<file path="src/rtl/sha_core_input_feeder_if.sv">
// Shared types and the feeder-to-core bundle carrying one hash beat.

package sha_core_pkg;
  typedef logic [255:0] HashState;
endpackage

interface coreInputsIfc;
  logic                  valid;
  logic                  newblock;
  sha_core_pkg::HashState hashstate;
  logic [31:0]           w1;
  logic [31:0]           w2;
  logic [31:0]           w3;

  modport writer (output valid, newblock, hashstate, w1, w2, w3);
  modport reader (input  valid, newblock, hashstate, w1, w2, w3);
endinterface

</file>
<file path="src/rtl/sha_core_input_feeder.sv">
// Accepts one hashing job at a time and issues its beats to the SHA core,
// holding the job words stable and keeping newblock beats spaced apart.

module sha_core_input_feeder
  import sha_core_pkg::*;
#(
  parameter int MIN_JOB_SPACING = 16
) (
  input  logic         clk,
  input  logic         rst,
  input  logic         job_valid,
  output logic         job_ready,
  input  HashState     job_state,
  input  logic [31:0]  job_w1,
  input  logic [31:0]  job_w2,
  input  logic [31:0]  job_w3,
  input  logic [31:0]  job_beats,
  input  logic         stall,
  input  logic         abort,
  coreInputsIfc.writer out,
  output logic         busy,
  output logic         done,
  output logic [31:0]  beats_issued
);

  localparam int SW = (MIN_JOB_SPACING > 2) ? $clog2(MIN_JOB_SPACING) : 1;
  localparam logic [SW-1:0] SPACING_LOAD = SW'(MIN_JOB_SPACING - 1);
  localparam logic [32:0] FULL_JOB = 33'h1_0000_0000;

  typedef enum logic [1:0] {IDLE, RUN, GAP} state_t;

  state_t        state;
  state_t        state_next;
  logic [32:0]   remaining;
  logic [SW-1:0] spacing;
  logic [SW-1:0] spacing_now;
  logic [SW-1:0] spacing_after;
  logic          first_pending;
  logic          accept;
  logic          beat;
  logic          newblock_beat;
  logic          last_beat;
  logic          done_pulse;
  logic [31:0]   issued;
  HashState      hold_state;
  logic [31:0]   hold_w1;
  logic [31:0]   hold_w2;
  logic [31:0]   hold_w3;

  assign job_ready     = (state == IDLE);
  assign accept        = job_valid & job_ready;
  assign busy          = (state != IDLE);
  assign beat          = (state == RUN) & ~stall & ~abort;
  assign newblock_beat = beat & first_pending;
  assign last_beat     = beat & (remaining == 33'd1);

  // The newblock beat itself counts as the first spacing cycle, so the
  // reload value is visible in that cycle and starts counting down from it.
  assign spacing_now   = newblock_beat ? SPACING_LOAD : spacing;
  assign spacing_after = (spacing_now == '0) ? '0 : spacing_now - SW'(1);

  assign out.valid     = beat;
  assign out.newblock  = newblock_beat;
  assign out.hashstate = hold_state;
  assign out.w1        = hold_w1;
  assign out.w2        = hold_w2;
  assign out.w3        = hold_w3;
  assign done          = done_pulse;
  assign beats_issued  = issued;

  // Next-state selection; abort wins over both stall and the final beat.
  always_comb begin
    state_next = state;
    case (state)
      IDLE: begin
        if (accept) begin
          state_next = RUN;
        end
      end
      RUN: begin
        if (abort) begin
          state_next = (spacing_now == '0) ? IDLE : GAP;
        end else if (last_beat) begin
          state_next = (spacing_now != '0) ? GAP : IDLE;
        end
      end
      GAP: begin
        if (spacing_after == '0) begin
          state_next = IDLE;
        end
      end
      default: begin
        state_next = IDLE;
      end
    endcase
  end

  // Job registers, beat accounting and the spacing countdown.
  always_ff @(posedge clk) begin
    if (rst) begin
      state         <= IDLE;
      remaining     <= '0;
      spacing       <= '0;
      first_pending <= 1'b0;
      done_pulse    <= 1'b0;
      issued        <= '0;
      hold_state    <= '0;
      hold_w1       <= '0;
      hold_w2       <= '0;
      hold_w3       <= '0;
    end else begin
      state      <= state_next;
      spacing    <= spacing_after;
      done_pulse <= last_beat;
      if (accept) begin
        hold_state    <= job_state;
        hold_w1       <= job_w1;
        hold_w2       <= job_w2;
        hold_w3       <= job_w3;
        remaining     <= (job_beats == 32'd0) ? FULL_JOB : {1'b0, job_beats};
        issued        <= '0;
        first_pending <= 1'b1;
      end else if (beat) begin
        remaining     <= remaining - 33'd1;
        issued        <= issued + 32'd1;
        first_pending <= 1'b0;
      end
    end
  end

endmodule
</file>
<file path="src/flat_wrapper.sv">
// flat-port wrapper written by rule: the top's interface ports become plain ports
module sha_core_input_feeder_flat import sha_core_pkg::*;
#(
  parameter int MIN_JOB_SPACING = 16
)
  (clk, rst, job_valid, job_ready, job_state, job_w1, job_w2, job_w3, job_beats, stall, abort, busy, done, beats_issued, out_valid, out_newblock, out_hashstate, out_w1, out_w2, out_w3);
  coreInputsIfc out_i ();
  input  logic clk;
  input  logic rst;
  input  logic job_valid;
  output logic job_ready;
  input  HashState job_state;
  input  logic [31:0] job_w1;
  input  logic [31:0] job_w2;
  input  logic [31:0] job_w3;
  input  logic [31:0] job_beats;
  input  logic stall;
  input  logic abort;
  output logic busy;
  output logic done;
  output logic [31:0] beats_issued;
  output wire logic [$bits(out_i.valid)-1:0] out_valid;
  output wire logic [$bits(out_i.newblock)-1:0] out_newblock;
  output wire logic [$bits(out_i.hashstate)-1:0] out_hashstate;
  output wire logic [$bits(out_i.w1)-1:0] out_w1;
  output wire logic [$bits(out_i.w2)-1:0] out_w2;
  output wire logic [$bits(out_i.w3)-1:0] out_w3;
  assign out_valid = out_i.valid;
  assign out_newblock = out_i.newblock;
  assign out_hashstate = out_i.hashstate;
  assign out_w1 = out_i.w1;
  assign out_w2 = out_i.w2;
  assign out_w3 = out_i.w3;
  sha_core_input_feeder #(.MIN_JOB_SPACING(MIN_JOB_SPACING)) u_core (.clk(clk), .rst(rst), .job_valid(job_valid), .job_ready(job_ready), .job_state(job_state), .job_w1(job_w1), .job_w2(job_w2), .job_w3(job_w3), .job_beats(job_beats), .stall(stall), .abort(abort), .out(out_i), .busy(busy), .done(done), .beats_issued(beats_issued));
endmodule
</file>
<file path="config.mk">
export PLATFORM = sky130hd
export DESIGN_NAME = sha_core_input_feeder_flat
export DESIGN_NICKNAME = d
export VERILOG_FILES = /design/src/rtl/sha_core_input_feeder_if.sv /design/src/rtl/sha_core_input_feeder.sv /design/src/flat_wrapper.sv
export SDC_FILE = /design/constraint.sdc
export NUM_CORES = 1
export LEC_CHECK = 0
export ABC_CLOCK_PERIOD_IN_PS = 3340
export CORE_AREA = 4 4 303 305
export DETAILED_ROUTE_END_ITERATION = 16
export DIE_AREA = 0 0 307 309
export PLACE_DENSITY = 0.5
export SETUP_SLACK_MARGIN = 0.05
export SYNTH_ARGS = -nofsm -noshare
export SYNTH_HDL_FRONTEND = slang
export SYNTH_SLANG_ARGS = --single-unit
</file>
<file path="constraint.sdc">
create_clock -name clk -period 3.34 [get_ports clk]
set_clock_uncertainty 0.2 [all_clocks]
set_input_delay 0.668 -clock clk [delete_from_list [all_inputs] [get_ports clk]]
set_output_delay 0.668 -clock clk [all_outputs]
set_load 0.02 [all_outputs]
</file>
==> results <==
[layout by cell type (no fill, tap or decap), types with 4 or more instances in the layout]
cell type	count
a211oi_1	19
a21oi_1	362
and3_1	7
and4_1	8
buf_12	15
buf_4	60
clkbuf_1	13
clkbuf_16	53
clkbuf_8	17
clkdlybuf4s50_1	774
clkinv_2	6
dfxtp_1	425
diode_2	6
ha_1	4
inv_1	5
nand2_1	731
nand2b_1	5
nand3_1	13
nand4_1	12
nand4b_1	4
nor2_1	78
nor3_1	13
nor3_2	5
nor4_1	15
nor4_2	9
nor4_4	4
o21ai_0	5
or2_2	7
or3_1	8
xnor2_1	23
xor2_1	28
[power groups by stage]
stage	Clock [uW]	Combinational, uW	Sequential, uW
floorplan	0	1160	6300
global placement	0	3540	5880
detailed placement	0	3530	5890
CTS	6070	3540	5790
global route	6260	3770	5850
finish	5840	3490	5790
[what timing repair did]
item,4_1_cts,5_1_grt
gates resized for setup,2,2
endpoints found under the setup margin,2,1
pin swaps,0,0
[flip-flops by register name, summed over array words and instances (netlist names)]
| name | cells |
|---|---|
| u_core.out.hashstate | 256 |
| u_core.first_pending | 1 |
| u_core.state | 2 |
| u_core.out.w2 | 32 |
| u_core.spacing | 4 |
| u_core.out.w3 | 32 |
| u_core.done | 1 |
| u_core.out.w1 | 32 |
| u_core.beats_issued | 32 |
| u_core.remaining | 33 |
[final cells by class]
class                   instances  area [sq um]  area share
diodes                          6         15.01   0.0005551
clock buffers                  83          1609     0.05948
clock inverters                13         155.1    0.005736
inverters                       6         23.77   0.0008789
multi-input cells            1404          6740      0.2492
flip-flops and latches        425          8508      0.3145
well taps                    1176          1471     0.05440
repair buffers                852          8527      0.3152
[worst max path at each step]
stage / endpoint / cells after the start / slack, ps / from
finish: out_newblock / 5 / 210 / abort
CTS: out_newblock / 5 / 9 / abort
global placement: out_newblock / 5 / -270 / abort
floorplan: u_core.state[1] / 11 / 370 / stall
global route: out_newblock / 5 / 180 / abort
detailed placement: out_newblock / 5 / -270 / abort
[stage by stage]
step | TNS [ps] | total power, uW | cells
after global placement | -605.4 | 9426 | 3863
final | 0 | 15120 | 3965
after CTS | 0 | 15400 | 3959
after floorplan | 0 | 7461 | 1979
after global routing | 0 | 15880 | 3960
after detailed placement | -603.6 | 9425 | 3863
[metal layers]
layer  vias up  global-route usage
li1       8059                   -
met1      7433              0.1767
met2       534              0.2430
met3       118             0.05792
met4        24             0.03586
met5         -                   0
[cells by family after synthesis]
logic type / share of synthesized area
and+or+nand+nor: 0.2554
adders and majority gates: 0.003161
DFF: 0.5373
buffers and inverters: 0.03730
muxes: 0.001264
AOI/OAI and AO/OA: 0.1373
xor gates and xnor gates: 0.02821
[worst register-to-register path, cell delays in order, from the launching register on]
cell	delay, ps
dfxtp_1	340
or4b_1	580
clkinv_2	70
and2_0	250
buf_4	170
nor2_1	40
ha_1	230
buf_4	150
nand2_1	70
a221oi_1	80
a211o_1	280
and3_1	160
==> results by group <==
Status
  • Status: finished clean

Worst setup path
  • FF-to-FF Start: u_core.state[1]
  • Crit path max fanout: 2
  • Worst path cell trace: clkdlybuf4s50_1 -> or4b_1 -> clkinv_2 -> and2_0 -> clkbuf_2
  • Slowest stage delay, CP: about 550 ps
  • FF-to-FF End: u_core.state[1]
  • WP buf/inv: 3
  • Slowest CP cell: or4b_1
  • CP endpoint kind: primary output
  • Worst r2r path cells: 11
  • Critical Path AT: about 2300 ps
  • Family with the most delay on the worst path: simple AND/OR/NAND/NOR gates
  • Reg2Reg Setup Slack: roughly 600 ps
  • Crit path kind: input port to primary output
  • Crit path launch type: input port
  • Req. time, crit path: 2470 ps

Global route
  • GR Overflow Total: 0
  • Number of global-route vias before repair: about 16000
  • Largest net degree at the start of global routing: slightly above 80
  • Total track usage: 0.1458
  • Initial antenna violation count: 20
  • First-pass GRT wire length: 105.3 mm

Synthesis
  • Syn avg cell area: between 8 and 9 sq um
  • Post-synth EDFFs: 0
  • Most frequent cell after synthesis: nand2_1
  • Synthesized Nets: roughly 2400
  • Top cells by count, synth: nand2_1, dfxtp_1, a21oi_1
  • Mapped cell area: 15830 sq um
  • Post-synth top area cell: dfxtp_1
  • Ys Warns: 0
  • Syn Inst Count: a little under 2000
  • Post-synth top area share: 0.5373
  • Most used DFF post-synth: dfxtp_1
  • Ys async rst share: 0
  • Distinct cells, synth: 61
  • Ranking of synthesized cells by area: dfxtp_1, nand2_1, a21oi_1
  • Seq/Total Area, Yosys: 0.5373
  • Synth Register Bits: around 430

Finish
  • Core Util, Final: 0.3028
  • Layout cells sized above 1: 0.07007
  • Fin area: 27050 sq um
  • Layout area overhead: 70.83%
  • Fillers: 9570
  • Net count, final: approximately 3100

Clock network
  • Hold Buf Count CTS: 0
  • Num CTS Buffers: 53
  • Post-CTS Setup Repair Bufs: 0
  • CTS tree: yes
  • CTS H-tree lvls: 2
  • Clk Latency, worst-skew pair: 580 ps
  • Clock slew at reported path FFs: 60 ps
  • Max clock buf depth: 3
  • CTS root buffer: clkbuf_16
  • Clock sinks: 425

Die
  • Core area: 89320 sq um
  • Rows: 110
  • Die area: 94860 sq um
  • Starting density of the core: 0.1773
  • Io pins: 778
  • Die W: 307 microns
  • Die H: 309 microns

Drt
  • Routed vias: between 15000 and 20000
  • Met2 wire length: 34.48 mm
  • Wire per inst: about 19 microns
  • Final ANT Viol Nets: 0
  • Met1 WL: 30.75 mm
  • DRT Wirelength: 73.76 mm
  • WL met3: between 6 and 7 mm
  • Top sig layer: met5
  • DRC errors left: 0
  • Drt via density: roughly 4
  • DR pass1 iterations: 5
  • 1st-iter DRT viols: 736

STA
  • Final worst path period share: 0.9384
  • Min setup slack post-route: about 200 ps
  • Slew headroom: 0.5442
  • RSZ-0062 raised after global routing: no
  • Hold WS: 250.2 ps
  • Pins Over Slew Limit: 0
  • Max Freq: 319.1 MHz
  • Minimum clock period: around 3100 ps
  • Worst-Margin Slew: 683.7 ps
  • Setup violators final: 0
  • Hold Vio Cnt, Final: 0

Pwr
  • Clock power frac: 0.387
  • Gate power share: 0.231
  • Peak supply drop: roughly 0.00032 V
  • Pint: between 10000 and 15000 uW
  • Power per cell area: 558.9 nW/um^2
  • Seq pwr share: 0.383
  • P_sw: roughly 4500 uW
  • P_leak: roughly 0.01 uW
  • Net Sw Frac: 0.2961

Worst hold path
  • Hold_sp: u_core.out.w1[28]
  • Path type of the worst min-delay path: flop to flop
  • Worst Hold End: u_core.out.w1[28]
  • Hold Path Depth: 2

Place
  • Pre-CTS setup slack: -274.9 ps
  • Placed standard-cell area: 25280 sq um
  • Port Buffers: just under 800
  • HPWL Detailed: between 50 and 60 mm
  • RePlAce Congestion: slightly above 0.8

Flow run
  • Max-cap violations: 0
No activity file was read; power rests on OpenSTA's default activity.
==> patch 1 (same flow settings) <==
`MIN_JOB_SPACING` is set to 16 in 2 places; all go to 8.
--- a/src/rtl/sha_core_input_feeder.sv
+++ b/src/rtl/sha_core_input_feeder.sv
@@ -4,7 +4,7 @@
 module sha_core_input_feeder
   import sha_core_pkg::*;
 #(
-  parameter int MIN_JOB_SPACING = 16
+  parameter int MIN_JOB_SPACING = 8
 ) (
   input  logic         clk,
   input  logic         rst,
--- a/src/flat_wrapper.sv
+++ b/src/flat_wrapper.sv
@@ -1,7 +1,7 @@
 // flat-port wrapper written by rule: the top's interface ports become plain ports
 module sha_core_input_feeder_flat import sha_core_pkg::*;
 #(
-  parameter int MIN_JOB_SPACING = 16
+  parameter int MIN_JOB_SPACING = 8
 )
   (clk, rst, job_valid, job_ready, job_state, job_w1, job_w2, job_w3, job_beats, stall, abort, busy, done, beats_issued, out_valid, out_newblock, out_hashstate, out_w1, out_w2, out_w3);
   coreInputsIfc out_i ();
Check against the original RTL: same outputs for any inputs over 4 cycles, from zero or initial values and one cycle with rst high; that may be too few to reach the edited logic, so the function may still have changed.
==> patch 1 against the original RTL <==
Combinational power down 30%. Via count up 0.79%. Routed wire length up 2.3%. Synthesized area down 0.89%. Setup slack about the same. Sequential cell count down 1. Cell area down 0.68%. Power down 5.8%. Critical path depth up 1.
==> patch 1: results (changes against the original RTL) <==
largest net degree at the start of global routing=159 (+94%); CP max FO=4 (+2); sequential area share after synthesis=54.1% (+0.36 points); r2r setup slk=0.63 ns (+0.03 ns); syn_area_per_cell=7.86 sq um (-1.8%); WL met3=6.77 mm (+1.6%); Hold WS=0.233 ns (-0.0169 ns); reg-to-reg endpoint=u_core.state[0]$_SDFFE_PP0P_; drt wl/cell=19.0 um (+2.3%); GP Congestion=0.814 (+1.2%); initial drt markers=927 (+26%); clock latency reported for the late side of the worst-skew pair=0.61 ns (+0.03 ns); post-synth net total=2391 (+0.80%); Hold Crit Endpoint=u_core.first_pending$_SDFFE_PP0P_; pre-CTS setup slack=-0.0399 ns (+0.235 ns); R2R depth=5 (-6); total CTS buffers=55 (+3.8%); vias in the first global route=15700 (-1.2%); run status=finished clean; post-DP HPWL=57.0 mm (+1.7%); initial antenna violation count=27 (+35%); Final Critical Period=3.13 ns (-0.000146 ns); Post-layout nets=3137 (+0.064%); CP delay by family, top=buffers and inverters; met1 Usage GRT=17.3% (-0.39 points); max_slew headroom=38.7% (-16 points); met3 layer usage reported by global route=5.89% (+0.096 points); placed cells=3862 (-0.026%)
==> patch 1: power breakdown <==
group,internal [W],leakage (nW),total [W],switching [W]
clock,0.00381,0.916,0.00625,0.00244
sequential,0.00536,3.48,0.00554,0.000175
combinational,0.00115,5.34,0.00245,0.00129
total,0.0103,9.74,0.0142,0.00391
==> patch 1: cells by family (layout without fill, tap and decap cells) <==
group	Yosys count	in the layout	synth area share, %
AND/OR/NAND/NOR	942	942	24.9
flip-flops	424	424	54.1
AO/OA/AOI/OAI	423	423	14.2
buffers and inverters	158	943	3.80
XOR/XNOR	44	44	2.46
adder cells (fa/ha/maj)	5	5	0.399
multiplexers	1	1	0.0718
other	0	6	0
==> patch 1: area by class of cell <==
type | instances | area, sq um
fillers | 9566 | 62500
flip-flops and latches | 424 | 8490
repair buffers | 830 | 8330
multi-input cells | 1415 | 6620
clock buffers | 76 | 1570
well taps | 1176 | 1470
clock inverters | 20 | 314
inverters | 17 | 63.8
diodes | 6 | 15.0
==> patch 2 (same settings) <==
Without the edit above. Make the reset (`rst`) asynchronous in one clocked block.
--- a/src/rtl/sha_core_input_feeder.sv
+++ b/src/rtl/sha_core_input_feeder.sv
@@ -96,7 +96,7 @@
   end
 
   // Job registers, beat accounting and the spacing countdown.
-  always_ff @(posedge clk) begin
+  always_ff @(posedge clk or posedge rst) begin
     if (rst) begin
       state         <= IDLE;
       remaining     <= '0;
Check against the original RTL: differs if rst is asserted again (counterexample within 4 cycles, from zero or initial values and one cycle with rst high); with rst held inactive, the same outputs for 4 cycles.
==> patch 2 against the original RTL <==
Sequential cell count unchanged. Setup slack better by 0.039 ns. Global-route usage down 0.56 points. Routed wire length down 5.7%. Fmax up 1.2%. Synthesized area up 7.4%. Via count down 4.5%. Cell area up 4.4%. Critical path type unchanged. Highest routed layer unchanged.
Power is not compared: it rests on default switching activity, and its combinational part moved more than twofold at a synthesized area within 25%.
==> patch 2: results (changes against the original RTL) <==
run status=finished clean; number of distinct library cells after synthesis=46 (-25%); placed cell areas=26600 sq um (+5.1%); Port Buf Inserts=777 (unchanged); Clock transition at path regs=0.06 ns (about the same); Max rail drop VDD=between 0.4 and 0.5 mV; htree depth=2 (unchanged); initial drt markers=898 (+22%); placed cells=3837 (-0.67%); GP Congestion=0.807 (+0.29%); vias in the first global route=15900 (-0.33%); gr usage total=14.0% (-0.56 points); Leak=between 10 and 15 nW; yosys warns=0 (unchanged); post-synth net total=2310 (-2.6%); DR vias/cell=3.93 (-3.6%); clk buf depth=3 (unchanged); ant diodes=0 (-6); CP max FO=3 (+1); final wirelength=69.6 mm (-5.7%); Async S/R FF share, synth=100% (+100 points); CTS root buf=clkbuf_16; Filler cells=9334 (-2.5%); max reg flops=256 (unchanged); initial antenna violation count=2 (-90%); pre-CTS setup slack=-0.00971 ns (+0.265 ns); top cells by count, synth=nand2_1 (1105), dfrtp_1 (425), clkbuf_1 (90), nor2_1 (46), xor2_1 (34); share of cells above drive strength 1=5.71% (-1.3 points); Hold WC Path Type=flop to flop; drt first pass iters=6 (+1); largest net degree at the start of global routing=100 (+22%); post-DP HPWL=52.8 mm (-5.9%); largest cells by area after synthesis=dfrtp_1 (63%), nand2_1 (24%), clkbuf_1 (2.0%), xor2_1 (1.8%), nor2_1 (1.0%); Mapped Cells=1917 (-3.1%); CP max stage delay=0.54 ns; slew at the pin closest to its max-slew limit=0.672 ns (-0.0120 ns); first-pass GRT wire length=103 mm (-2.3%); clock latency reported for the late side of the worst-skew pair=0.58 ns (about the same); sequential area share after synthesis=62.6% (+8.8 points); DR vias=15400 (-4.5%); total CTS buffers=52 (-1.9%); CP max stage cell=or4b_1; Worst Path Arrival=2.23 ns (-0.04 ns); Post-layout nets=3108 (-0.86%)
[patch 2: area by class of cell]
| class | instances | area (sq um) | share of cell area (%) |
|---|---|---|---|
| repair buffers | 841 | 8460 | 29.9 |
| flip-flops and latches | 425 | 10600 | 37.7 |
| well taps | 1176 | 1470 | 5.21 |
| multi-input cells | 1387 | 5970 | 21.1 |
| clock inverters | 15 | 163 | 0.576 |
| clock buffers | 75 | 1520 | 5.38 |
| inverters | 8 | 33.8 | 0.120 |
[patch 2: logic make-up after synthesis]
group | Yosys count | share of synthesized area (%)
AND/OR/NAND/NOR | 1275 | 30.1
flip-flops | 425 | 62.6
buffers and inverters | 105 | 2.42
AO/OA/AOI/OAI | 57 | 2.00
XOR/XNOR | 51 | 2.63
adder cells (fa/ha/maj) | 4 | 0.294
[patch 2: critical path, delay by kind of cell]
kind | cells | cell delay [ns]
buffers and inverters | 3 | 0.86
and+or+nand+nor | 2 | 0.70
[patch 2: layer usage]
metal	vias to the layer above	track usage, %	share of wire (%)
met5	-	0	0.010
li1	7574	-	-
met3	82	4.12	7.1
met2	454	24.2	50
met4	2	3.52	2.1
met1	7322	17.2	41
[patch 2: path summary, 6_finish.rpt]
path,startpoint,endpoint,slack [ns],depth (start not counted)
max,stall,out_newblock,0.24,5
min,u_core.out.hashstate[146]$_DFFE_PP0P_,u_core.out.hashstate[146]$_DFFE_PP0P_,0.27,2
max reg2reg,u_core.state[1]$_DFFE_PP0P_,u_core.remaining[29]$_DFFE_PP0P_,0.66,6
min reg2reg,u_core.out.hashstate[146]$_DFFE_PP0P_,u_core.out.hashstate[146]$_DFFE_PP0P_,0.27,2
max in group asynchronous,rst,u_core.out.hashstate[56]$_DFFE_PP0P_,1.82,3
min in group asynchronous,rst,u_core.out.w1[4]$_DFFE_PP0P_,0.46,3
[patch 2: report_power, final]
| group | switching [W] | internal [W] | total, W |
|---|---|---|---|
| Clock | 0.00228 | 0.00336 | 0.00565 |
| Sequential | 0.00137 | 0.00744 | 0.00881 |
| Combinational | 0.00691 | 0.00537 | 0.0123 |
[patch 2: what timing repair did]
action                     in CTS  in global routing
setup endpoints to repair       2                  0
buffers inserted                0                  0
gates resized for setup         2                  0
[patch 2: per-stage QoR]
| stage | total power [W] | TNS (ns) | hold WS (ns) |
|---|---|---|---|
| global route | 0.0285 | 0 | 0.289 |
| finish | 0.0267 | 0 | 0.269 |
| floorplan | 0.0146 | -1386.96 | 0.247 |
| detailed placement | 0.0213 | -0.00971 | 0.261 |
| global placement | 0.0213 | -0.0233 | 0.256 |
| CTS | 0.0272 | 0 | 0.275 |
